==> config.mk <==
export PLATFORM = sky130hd
export DESIGN_NAME = otter_crypto_engine_flat
export DESIGN_NICKNAME = d
export VERILOG_FILES = /design/src/rtl/otter_crypto_pkg.sv /design/src/rtl/otter_crypto_if.sv /design/src/rtl/crypto_round.sv /design/src/rtl/otter_crypto_engine.sv /design/src/flat_wrapper.sv
export SDC_FILE = /design/constraint.sdc
export NUM_CORES = 1
export LEC_CHECK = 0
export ABC_AREA = 1
export CAP_MARGIN = 20
export CORE_UTILIZATION = 50
export DETAILED_ROUTE_END_ITERATION = 12
export PLACE_DENSITY = 0.75
export SYNTH_ARGS = -nofsm -noshare
export SYNTH_HDL_FRONTEND = slang
export SYNTH_SLANG_ARGS = --single-unit
==> constraint.sdc <==
create_clock -name CRY_CLK -period 5.05 [get_ports CRY_CLK]
set_input_delay 0.505 -clock CRY_CLK [delete_from_list [all_inputs] [get_ports CRY_CLK]]
set_output_delay 0.505 -clock CRY_CLK [all_outputs]
set_load 0.005 [all_outputs]
==> src/rtl/otter_crypto_pkg.sv <==
// Shared types and helper functions for the OTTER ENCRY Feistel engine.
// Holds the FSM state type, the round function and the round-key schedule.
package otter_crypto_pkg;

  localparam int unsigned CRY_ROUNDS_MAX   = 16;
  localparam int unsigned CRY_ROT_STEP_DEF = 5;

  typedef enum logic [1:0] {
    StIdle,
    StRound,
    StDone
  } crypto_state_t;

  // F(R,k) = (rotl16(R,3) + k) ^ (R >> 2), add wraps modulo 2^16.
  function automatic logic [15:0] crypto_f(logic [15:0] r, logic [15:0] k);
    logic [15:0] rot;
    rot = {r[12:0], r[15:13]};
    return (rot + k) ^ (r >> 2);
  endfunction

  // K_idx = rotl32(key, (rot_step*idx) mod 32).
  function automatic logic [31:0] round_key(logic [31:0] key, int unsigned idx,
                                            int unsigned rot_step = CRY_ROT_STEP_DEF);
    int unsigned amt;
    logic [63:0] dbl;
    amt = (rot_step * idx) % 32;
    dbl = {key, key} << amt;
    return dbl[63:32];
  endfunction

endpackage

==> src/rtl/otter_crypto_if.sv <==
// Request/response bundle between the OTTER control unit and the crypto engine.
// The CU side is the master; the engine is the slave.
interface otter_crypto_if;

  logic        cry_start;
  logic        cry_decrypt;
  logic [31:0] cry_data_in;
  logic [31:0] cry_key;
  logic        cry_busy;
  logic        cry_done;
  logic [31:0] cry_result;

  modport master (
    output cry_start,
    output cry_decrypt,
    output cry_data_in,
    output cry_key,
    input  cry_busy,
    input  cry_done,
    input  cry_result
  );

  modport slave (
    input  cry_start,
    input  cry_decrypt,
    input  cry_data_in,
    input  cry_key,
    output cry_busy,
    output cry_done,
    output cry_result
  );

endinterface

==> src/rtl/crypto_round.sv <==
// One combinational Feistel round: L' = R, R' = L ^ F(R, k).
module crypto_round
  import otter_crypto_pkg::*;
(
  input  logic [15:0] l_i,
  input  logic [15:0] r_i,
  input  logic [15:0] k_i,
  output logic [15:0] l_o,
  output logic [15:0] r_o
);

  always_comb begin
    l_o = r_i;
    r_o = l_i ^ crypto_f(r_i, k_i);
  end

endmodule

==> src/rtl/otter_crypto_engine.sv <==
// Iterative 32-bit Feistel engine for the ENCRY opcode: one round per clock,
// a one-cycle done pulse, and a result register held until the next accepted start.
module otter_crypto_engine
  import otter_crypto_pkg::*;
#(
  parameter int unsigned ROUNDS   = 8,
  parameter int unsigned ROT_STEP = 5
) (
  input  logic           CRY_CLK,
  input  logic           CRY_RESET,
  otter_crypto_if.slave  bus
);

  localparam int unsigned CntW = $clog2(ROUNDS + 1);

  crypto_state_t state_q, state_d;
  logic [CntW-1:0] rnd_q, rnd_d;
  logic [15:0]     l_q, l_d;
  logic [15:0]     r_q, r_d;
  logic [31:0]     key_q, key_d;
  logic            dec_q, dec_d;
  logic [31:0]     result_q, result_d;
  logic            busy_q, busy_d;
  logic            done_q, done_d;

  logic [15:0]     l_nxt, r_nxt;
  logic [31:0]     rkey;
  logic [15:0]     rkey_lo;
  int unsigned     key_idx;

  // Decrypt walks the key schedule backwards.
  always_comb begin
    key_idx = dec_q ? (ROUNDS - 1 - 32'(rnd_q)) : 32'(rnd_q);
    rkey    = round_key(key_q, key_idx, ROT_STEP);
    rkey_lo = rkey[15:0];
  end

  crypto_round u_round (
    .l_i (l_q),
    .r_i (r_q),
    .k_i (rkey_lo),
    .l_o (l_nxt),
    .r_o (r_nxt)
  );

  always_comb begin
    state_d  = state_q;
    rnd_d    = rnd_q;
    l_d      = l_q;
    r_d      = r_q;
    key_d    = key_q;
    dec_d    = dec_q;
    result_d = result_q;
    busy_d   = busy_q;
    done_d   = 1'b0;
    unique case (state_q)
      StIdle: begin
        if (bus.cry_start) begin
          l_d     = bus.cry_data_in[31:16];
          r_d     = bus.cry_data_in[15:0];
          key_d   = bus.cry_key;
          dec_d   = bus.cry_decrypt;
          rnd_d   = '0;
          busy_d  = 1'b1;
          state_d = StRound;
        end
      end
      StRound: begin
        l_d   = l_nxt;
        r_d   = r_nxt;
        rnd_d = rnd_q + CntW'(1);
        if (rnd_q == CntW'(ROUNDS - 1)) begin
          // Output swap makes decrypt the exact inverse of encrypt.
          result_d = {r_nxt, l_nxt};
          done_d   = 1'b1;
          state_d  = StDone;
        end
      end
      StDone: begin
        busy_d  = 1'b0;
        state_d = StIdle;
      end
      default: begin
        busy_d  = 1'b0;
        state_d = StIdle;
      end
    endcase
  end

  always_ff @(posedge CRY_CLK) begin
    if (CRY_RESET) begin
      state_q  <= StIdle;
      rnd_q    <= '0;
      l_q      <= '0;
      r_q      <= '0;
      key_q    <= '0;
      dec_q    <= 1'b0;
      result_q <= '0;
      busy_q   <= 1'b0;
      done_q   <= 1'b0;
    end else begin
      state_q  <= state_d;
      rnd_q    <= rnd_d;
      l_q      <= l_d;
      r_q      <= r_d;
      key_q    <= key_d;
      dec_q    <= dec_d;
      result_q <= result_d;
      busy_q   <= busy_d;
      done_q   <= done_d;
    end
  end

  assign bus.cry_busy   = busy_q;
  assign bus.cry_done   = done_q;
  assign bus.cry_result = result_q;

endmodule

==> src/flat_wrapper.sv <==
// flat-port wrapper written by rule: the top's interface ports become plain ports
module otter_crypto_engine_flat import otter_crypto_pkg::*;
#(
  parameter int unsigned ROUNDS   = 8,
  parameter int unsigned ROT_STEP = 5
)
  (CRY_CLK, CRY_RESET, bus_cry_start, bus_cry_decrypt, bus_cry_data_in, bus_cry_key, bus_cry_busy, bus_cry_done, bus_cry_result);
  otter_crypto_if bus_i ();
  input  logic CRY_CLK;
  input  logic CRY_RESET;
  input wire logic [$bits(bus_i.cry_start)-1:0] bus_cry_start;
  input wire logic [$bits(bus_i.cry_decrypt)-1:0] bus_cry_decrypt;
  input wire logic [$bits(bus_i.cry_data_in)-1:0] bus_cry_data_in;
  input wire logic [$bits(bus_i.cry_key)-1:0] bus_cry_key;
  output wire logic [$bits(bus_i.cry_busy)-1:0] bus_cry_busy;
  output wire logic [$bits(bus_i.cry_done)-1:0] bus_cry_done;
  output wire logic [$bits(bus_i.cry_result)-1:0] bus_cry_result;
  assign bus_i.cry_start = bus_cry_start;
  assign bus_i.cry_decrypt = bus_cry_decrypt;
  assign bus_i.cry_data_in = bus_cry_data_in;
  assign bus_i.cry_key = bus_cry_key;
  assign bus_cry_busy = bus_i.cry_busy;
  assign bus_cry_done = bus_i.cry_done;
  assign bus_cry_result = bus_i.cry_result;
  otter_crypto_engine #(.ROUNDS(ROUNDS), .ROT_STEP(ROT_STEP)) u_core (.CRY_CLK(CRY_CLK), .CRY_RESET(CRY_RESET), .bus(bus_i));
endmodule
# Word-level counts from Yosys, hierarchy flattened
# Index checks and enable logic that the tools add are counted.
[word_totals]
word_cells = 42
regBits = 105
in_bits = 68
out_inout_bits = 34
[op_classes]
n_bitwise = 3
n_reduce_logical = 8
muxes = 13
n_mul = 1
n_eq_ne = 4
shift = 1
addsub = 3
[ops]
columns = ["op", "n"]
rows = [
  ["16-bit case mux with 2 select lines", 2],
  ["64-bit by 5-bit left shift with 48-bit output", 1],
  ["3-bit by 32-bit multiplier with 5-bit output, first input constant", 1],
  ["16-bit 2-to-1 mux", 2],
  ["32-bit 2-to-1 mux", 1],
  ["16-bit adder", 1],
  ["16-bit by 14-bit XOR with 16-bit output", 1],
  ["16-bit XOR", 1],
  ["2-bit AND reduction", 5],
  ["4-bit case mux with 2 select lines", 1],
  ["3-bit by 4-bit subtractor with 5-bit output, first input constant", 1],
  ["4-bit by 1-bit adder with 4-bit output, second input constant", 1],
  ["4-bit by 3-bit == test with 1-bit output, second input constant", 1],
  ["2-bit 2-to-1 mux", 2],
  ["4-bit 2-to-1 mux", 1],
  ["2-bit case mux with 2 select lines", 1],
  ["2-bit by 1-bit == test with 1-bit output, second input constant", 1],
  ["2-bit zero test", 1],
  ["1-bit 2-to-1 mux", 2],
  ["2-bit by 1-bit != test with 1-bit output, second input constant", 1],
  ["2-bit != test, second input constant", 1],
  ["1-bit case mux with 2 select lines", 1],
  ["2-bit nonzero test", 1],
  ["2-bit OR reduction", 1],
  ["1-bit NOT", 1],
]

# Logic depth before layout (Yosys ltp)
# Gate-level depths: netlist of run 1.
[depth]
word_depth = 8
ltp_mapped = 29
mapped_depth_nobuf = 27

# By module
# From an unflattened synthesis of run 1, not the netlist that was laid out.
[hier_totals]
hier_cells = 1086
hier_area_um2 = 6990.5
[by_module_without_submodules]
columns = ["mod", "cells_per_inst", "instances", "seq_area_each_um2", "area_per_inst_um2"]
rows = [
  ["otter_crypto_engine", 833, 1, 2102.0, 5582.9],
  ["crypto_round", 253, 1, 0.0, 1407.6],
]

# Least setup slack after synthesis of run 1
# OpenSTA, ideal clock, no wires.
[synth_path]
kind = "register to register"
from = "register u_core.dec_q"
to = "register u_core.r_q[12]"
path_buffers = 4
path_slack_ns = 0.665
stages_incl_launch_ff = 27
t_arrival_ns = 4.253
t_required_ns = 4.918
synth_period_minus_slack_ns = 4.385
setup_time_ns = 0.132
path_cell_list = "dfxtp_1 buf_6 xor2_1 buf_6 buf_4 ha_1 ha_1 xnor2_1 xor2_2 clkbuf_1 o211ai_1 o21ai_1 ha_1 inv_1 fa_1 nand3b_1 nand3_1 inv_1 o21bai_1 nand2_1 nand2_1 nor2_1 o21ai_0 or2_2 nand3_1 nand2_1 a21oi_1"
[synth_via]
elab_chain_cells = 7
[synth_rtl]
columns = ["element", "line", "text"]
rows = [
  ["from (decl)", "otter_crypto_engine.sv:21", "logic dec_q, dec_d;"],
  ["from (signal assigned)", "otter_crypto_engine.sv:97", "dec_q <= 1'b0;"],
  ["from (signal assigned)", "otter_crypto_engine.sv:107", "dec_q <= dec_d;"],
  ["32-bit 2-to-1 mux", "otter_crypto_engine.sv:33", "key_idx = dec_q ? (ROUNDS - 1 - 32'(rnd_q)) : 32'(rnd_q);"],
  ["3-bit by 32-bit multiplier with 5-bit output", "otter_crypto_pkg.sv:26", "amt = (rot_step * idx) % 32;"],
  ["64-bit by 5-bit left shift with 48-bit output", "otter_crypto_pkg.sv:27", "dbl = {key, key} << amt;"],
  ["16-bit adder", "otter_crypto_pkg.sv:18", "return (rot + k) ^ (r >> 2);"],
  ["16-bit by 14-bit XOR with 16-bit output", "otter_crypto_pkg.sv:18", ""],
  ["16-bit XOR", "crypto_round.sv:14", "r_o = l_i ^ crypto_f(r_i, k_i);"],
  ["16-bit case mux with 2 select lines", "otter_crypto_engine.sv:56", "unique case (state_q)"],
  ["to (signal assigned)", "otter_crypto_engine.sv:105", "r_q <= r_d;"],
  ["to (decl)", "otter_crypto_engine.sv:19", "logic [15:0] r_q, r_d;"],
]
# Every way passes these cells.
# A chain may end at the register's enable or synchronous reset.

# Final worst setup path of run 1
# Same ends and word-level chain as after synthesis.

==> flow_summary.json, run 1 <==
{
  "combPwrFrac_pct": 40.3,
  "p_leak_nw": 3.351,
  "sw_frac_of_total_pct": 40.11,
  "gp_congestion": 0.9054,
  "nNetsFinal": 1133,
  "intPower_mw": 1.658,
  "grt_pass1_wl_um": 32130,
  "critPathCapture": "u_core.r_q[12]",
  "die_y_um": 117.5,
  "n_antenna_cell": 0,
  "cts_buffers": 9,
  "critPathCaptureType": "flop",
  "synth_area_leaders": "dfxtp_1 32%, nand2_1 11%, o21ai_0 8.4%, a21oi_1 7.1%, nand3_1 4.7%",
  "finalSetupTns_ps": 0,
  "slew_viol_final": 0,
  "synth_ff_type": "dfxtp_1",
  "outcome": "completed",
  "wl_per_cell_um": 15.98,
  "ir_worst_vdd_mv": 0.2275,
  "required_ps": 5290,
  "cp_max_fo": 18,
  "rsz0062_at_grt": "false",
  "cp_slowest_cell": "dfxtp_1",
  "postCtsHoldBufs": 0,
  "path_buf_inv": 4,
  "ant_nets": 0,
  "hold_viol": 0,
  "grt_overflow": 0,
  "setup_viol": 0,
  "route.detailed.drc": 0,
  "hpwl_um": 14300,
  "grt_max_degree": 79,
  "fmaxAchievable_mhz": 228.1,
  "num_io_pins": 102,
  "cts.sinks": 105,
  "seqPwrFrac_pct": 34.1,
  "cp_num_cells": 24,
  "r2r-end": "u_core.r_q[12]",
  "path_cells": "xor2_1 > ha_1 > ha_1 > xnor2_1 > xor2_2 > buf_4 > inv_2 > o21ai_0 > o21ai_1 > ha_1 > inv_1 > fa_1 > nand3b_1 > nand3_1 > inv_1 > o21bai_1 > nand2_1 > nand2_1 > nor2_1 > o21ai_0 > or2_2 > nand3_1 > nand2_1 > a21oi_1",
  "relSlewSlack_pct": 39.64,
  "worstSkewPairLatency_ps": 360,
  "regToRegSetupSlack_ps": 670,
  "cp_slowest_stage_delay_ps": 510,
  "wl_um": 19490,
  "holdWs_ps": 470.2,
  "row_count": 41,
  "post_cts_resized": 0,
  "layout-drive-gt1-share_pct": 4.866,
  "cpLargestDelayFamily": "adder cells",
  "port_buffers": 101,
  "synth_edf_count": 0,
  "clockBufferDepth": 2,
  "worstSetupPathType": "flop to flop",
  "grt.met3_usage_pct": 5.087,
  "drt-pass1-iter-count": 5,
  "synth_area_mm2": 0.006669,
  "die_width_um": 117.5,
  "grt_usage_pct": 28.81,
  "yosysTopAreaCell": "dfxtp_1",
  "hold_class": "flop to flop",
  "path_clk_slew_ps": 80,
  "ys_seq_area_share_pct": 31.52,
  "synth_top_cell_area_share_pct": 31.52,
  "global_route.usage.met1_pct": 42.56,
  "synth-seq-cells": 105,
  "arrival_ps": 4620,
  "rr_worst_depth": 24,
  "r2r-start": "u_core.dec_q",
  "syn2layout_area_growth_pct": 20.69,
  "tritoncts": "yes",
  "fin_skew_ps": 10.16,
  "power_density_mw_per_mm2": 343.9,
  "p_switching_mw": 1.110,
  "syn-mean-instance-area_um2": 6.826,
  "syn_inst": 977,
  "post_cts_buffers": 0,
  "core_mm2": 0.01282,
  "start_util_pct": 52.00,
  "layout_worst_path_cycle_share_pct": 86.81,
  "grt_pass1_vias": 6201,
  "drt_iter0_markers": 711,
  "vias": 6778,
  "fillers": 1226,
  "dieArea_mm2": 0.01380,
  "cp-start-kind": "flop",
  "fin_cells": 1220,
  "routed_via_density": 5.556,
  "syn_nets": 1067,
  "startpoint": "u_core.dec_q",
  "placed_cells": 1202,
  "busiest_layer": "met2",
  "pwr-share-clk_pct": 25.6,
  "layout_min_cycle_time_ps": 4384,
  "h-tree-depth": 3,
  "met2_usage_pct": 43.34,
  "async_flop_share_pct": 0,
  "yosysUniqueCellTypes": 41,
  "cap_violations": 0,
  "ys_warn_count": 0,
  "antenna_found_initial": 0,
  "cts-root-buf": "clkbuf_16",
  "tightest_slew_ps": 903.2
}
## flip-flops by register name (all words and copies together) (netlist names)
signal                 flops
u_core.bus.cry_result     32
u_core.bus.cry_done        1
u_core.key_q              32
u_core.r_q                16
u_core.rnd_q               4
u_core.dec_q               1
u_core.state_q             2
u_core.l_q                16
u_core.bus.cry_busy        1
## metrics by stage
| stage | worst slack [ps] | utilization (%) | power, mW | area, µm² |
|---|---|---|---|---|
| after global routing | 140.6 | 62.76 | 2.949 | 8049 |
| after global placement | 829.5 | 60.14 | 2.047 | 7712 |
| after CTS | 662.7 | 62.39 | 2.756 | 8001 |
| after detailed placement | 684.3 | 60.14 | 2.050 | 7712 |
| final | 665.9 | 62.76 | 2.768 | 8049 |
| after floorplan | 665.1 | - | 1.760 | 6669 |
## power by group through the flow
stage          clock network, mW  registers, mW  logic [mW]
6_report                   0.708          0.945        1.11
5_1_grt                    0.753          0.951        1.24
4_1_cts                    0.717          0.942        1.10
3_5_place_dp                   0          0.961        1.09
3_3_place_gp                   0          0.960        1.09
2_1_floorplan                  0          0.939       0.821
## how the worst min path moves through the flow
stage / startpoint / end / slack [ps] / cells past startpoint
CTS: u_core.key_q[30] / u_core.key_q[30] / 470 / 2
global placement: u_core.key_q[30] / u_core.key_q[30] / 450 / 2
floorplan: u_core.key_q[28] / u_core.key_q[28] / 440 / 2
global route: u_core.key_q[30] / u_core.key_q[30] / 480 / 2
detailed placement: u_core.key_q[30] / u_core.key_q[30] / 460 / 2
finish: u_core.bus.cry_busy / u_core.bus.cry_busy / 470 / 2
## metal layers
layer	vias to the layer above	wire length (µm)
met3	21	1187
met2	230	8433
met4	0	238
met5	-	0
met1	3095	9633
li1	3432	-
## cells in the final DEF (no fill, tap or decap), types with 5 or more instances in the layout
cell,netlist,layout
inv_1,67,66
nor3_1,21,21
o21ai_0,112,112
xnor2_1,26,25
o221ai_1,14,14
clkbuf_16,0,9
buf_4,4,13
a21oi_1,95,95
dfxtp_1,105,105
clkdlybuf4s50_1,0,101
nand3_1,63,63
o21ai_1,16,16
mux2i_1,20,20
a31oi_1,17,17
inv_2,6,7
nand2_1,191,191
xor2_1,20,20
or2_2,5,5
nor2_1,75,75
ha_1,21,21
o211ai_1,14,14
## layout make-up
cell class / count / area [µm²] / share of cell area, %
well taps: 172 / 215.2 / 2.674
multi-input cells: 736 / 4005 / 49.76
repair buffers: 116 / 1156 / 14.36
flip-flops and latches: 105 / 2102 / 26.12
inverters: 75 / 281.5 / 3.498
clock inverters: 6 / 60.06 / 0.7462
clock buffers: 10 / 229.0 / 2.845
## synth_stat cells (all sizes together), types with 2 or more instances
library cell and number:
buf 17, mux2i 20, a31oi 17, o221ai 14, or2 5, ha 21, inv 73, nand3 63
o21ai 128, nor2 76, o211ai 14, clkbuf 44, xor2 21, dfxtp 105, a21o 4, a21oi 95
o21bai 4, nand2 196, clkinv 2, xnor2 26, nor3 21
## tightest hold or removal path, stage by stage, from the launching register on
cell	delay [ps]
dfxtp_1	320
nand2_1	60
a21oi_1	50
## logic make-up (layout without fill, tap and decap cells)
logic type               after synthesis  count (layout)  synth area share, %
AND/OR/NAND/NOR                      364             364                22.91
AO/OA/AOI/OAI                        283             283                23.51
buffers and inverters                136             207                8.536
flip-flops                           105             105                31.52
XOR/XNOR                              47              47                6.285
adder cells (fa/ha/maj)               22              22                4.240
multiplexers                          20              20                3.002
No activity file was read; power rests on OpenSTA's default activity.
==> run 2: changes to the inputs <==
--- a/config.mk
+++ b/config.mk
@@ -7,9 +7,11 @@
 export LEC_CHECK = 0
 export ABC_AREA = 1
 export CAP_MARGIN = 20
-export CORE_UTILIZATION = 50
+export CELL_PAD_IN_SITES_DETAIL_PLACEMENT = 0
+export CELL_PAD_IN_SITES_GLOBAL_PLACEMENT = 2
+export CORE_UTILIZATION = 30
 export DETAILED_ROUTE_END_ITERATION = 12
-export PLACE_DENSITY = 0.75
+export PLACE_DENSITY_LB_ADDON = 0.1
 export SYNTH_ARGS = -nofsm -noshare
 export SYNTH_HDL_FRONTEND = slang
 export SYNTH_SLANG_ARGS = --single-unit
==> flow_summary.json, run 2 (same netlist as run 1, synthesis figures left out) <==
{
  "outcome": "completed",
  "gp_congestion": 0.8494,
  "drt_iter0_markers": 365,
  "h-tree-depth": 3,
  "wl_per_cell_um": 17.70,
  "grt_max_degree": 48,
  "die_width_um": 151.1,
  "wl_um": 23470,
  "power_density_mw_per_mm2": 347.3,
  "worstSkewPairLatency_ps": 360,
  "setup_viol": 0,
  "finalSetupTns_ps": 0,
  "start_util_pct": 30.56,
  "row_count": 54,
  "post_cts_buffers": 0,
  "required_ps": 5280,
  "syn2layout_area_growth_pct": 22.10,
  "postCtsHoldBufs": 0,
  "grt_pass1_vias": 6471,
  "layout_min_cycle_time_ps": 4415,
  "cp-start-kind": "flop",
  "hold_viol": 0,
  "cts_buffers": 9,
  "p_leak_nw": 3.328,
  "fin_skew_ps": 8.301,
  "clockBufferDepth": 2,
  "die_y_um": 151.1,
  "antenna_found_initial": 0,
  "cap_violations": 0,
  "dieArea_mm2": 0.02283,
  "final_common_cell": "nand2_1",
  "hold_class": "flop to flop",
  "core_mm2": 0.02182,
  "critPathCaptureType": "flop",
  "vias": 6599,
  "grt_pass1_wl_um": 36860,
  "layout-drive-gt1-share_pct": 4.780,
  "cts-root-buf": "clkbuf_16",
  "fmaxAchievable_mhz": 226.5,
  "post_cts_resized": 0,
  "port_buffers": 101,
  "tritoncts": "yes",
  "route.detailed.drc": 0,
  "slew_viol_final": 0,
  "path_clk_slew_ps": 80,
  "n_antenna_cell": 0,
  "arrival_ps": 4650,
  "grt_usage_pct": 21.44,
  "routed_via_density": 4.977,
  "nNetsFinal": 1132,
  "hpwl_um": 17690,
  "tightest_slew_ps": 1066,
  "cts.sinks": 105,
  "rsz0062_at_grt": "false",
  "layout_common_cells": "191 x nand2_1, 112 x o21ai_0, 105 x dfxtp_1, 101 x clkdlybuf4s50_1, 95 x a21oi_1",
  "ir_worst_vdd_mv": 0.1459,
  "drt-pass1-iter-count": 5,
  "finalPower_mw": 2.828,
  "layout_worst_path_cycle_share_pct": 87.43,
  "relSlewSlack_pct": 28.83,
  "ant_nets": 0,
  "worstSetupPathType": "flop to flop",
  "cp_max_fo": 46,
  "grt_overflow": 0,
  "num_io_pins": 102
}
[run 2: cell type report]
class                      count  area (µm²)
fill                        2398       13680
multi-input combinational    736        4005
sequential                   105        2102
timing repair buffer         115        1116
tap                          280       350.3
inverter                      75       281.5
clock buffer                   9       225.2
clock inverter                 6       62.56
[run 2: through the flow]
step	util (%)	setup slack, ps	cells	cell area [µm²]	hold WS [ps]
2_1_floorplan	-	665.1	977	6669	439.0
3_3_place_gp	35.99	688.3	1311	7855	458.2
3_5_place_dp	35.99	621.9	1311	7855	458.4
4_1_cts	37.31	575.0	1326	8143	475.3
5_1_grt	37.31	73.35	1326	8143	485.5
6_report	37.31	634.5	1326	8143	470.0
[run 2: power by group]
part           internal (mW)  switching [mW]  total [mW]
sequential             0.883          0.0661       0.949
clock                  0.346           0.377       0.723
combinational          0.423           0.733        1.16
[run 2: worst paths after layout]
kind	startpoint	to	slack [ps]	depth (start not counted)
worst min-delay path	u_core.bus.cry_busy	u_core.bus.cry_busy	470	2
worst max-delay path	u_core.dec_q	u_core.r_q[12]	630	25
worst max register to register	u_core.dec_q	u_core.r_q[12]	630	25
worst min register to register	u_core.bus.cry_busy	u_core.bus.cry_busy	470	2
[run 2: per-layer routing]
metal  vias to the layer above  GRT usage (%)  wire length, µm
met5                         -              0                0
met4                         0          5.650              376
met2                        88          31.74             9891
li1                       3431              -                -
met3                        24          2.922              570
met1                      3056          32.06            12630
[run 2: critical path, stage by stage (launching register included)]
cell,delay [ps]
dfxtp_1,510
inv_2,120
nand2_1,140
nand2_4,260
o21ai_0,470
mux2i_1,140
inv_1,100
nand2_1,50
o21ai_0,120
nor2_1,70
o21ai_1,180
ha_1,190
inv_1,50
fa_1,410
nand3b_1,180
nand3_1,110
inv_1,50
o21bai_1,240
nand2_1,80
nand2_1,130
nor2_1,50
o21ai_0,240
or2_2,170
nand3_1,60
nand2_1,90
a21oi_1,50
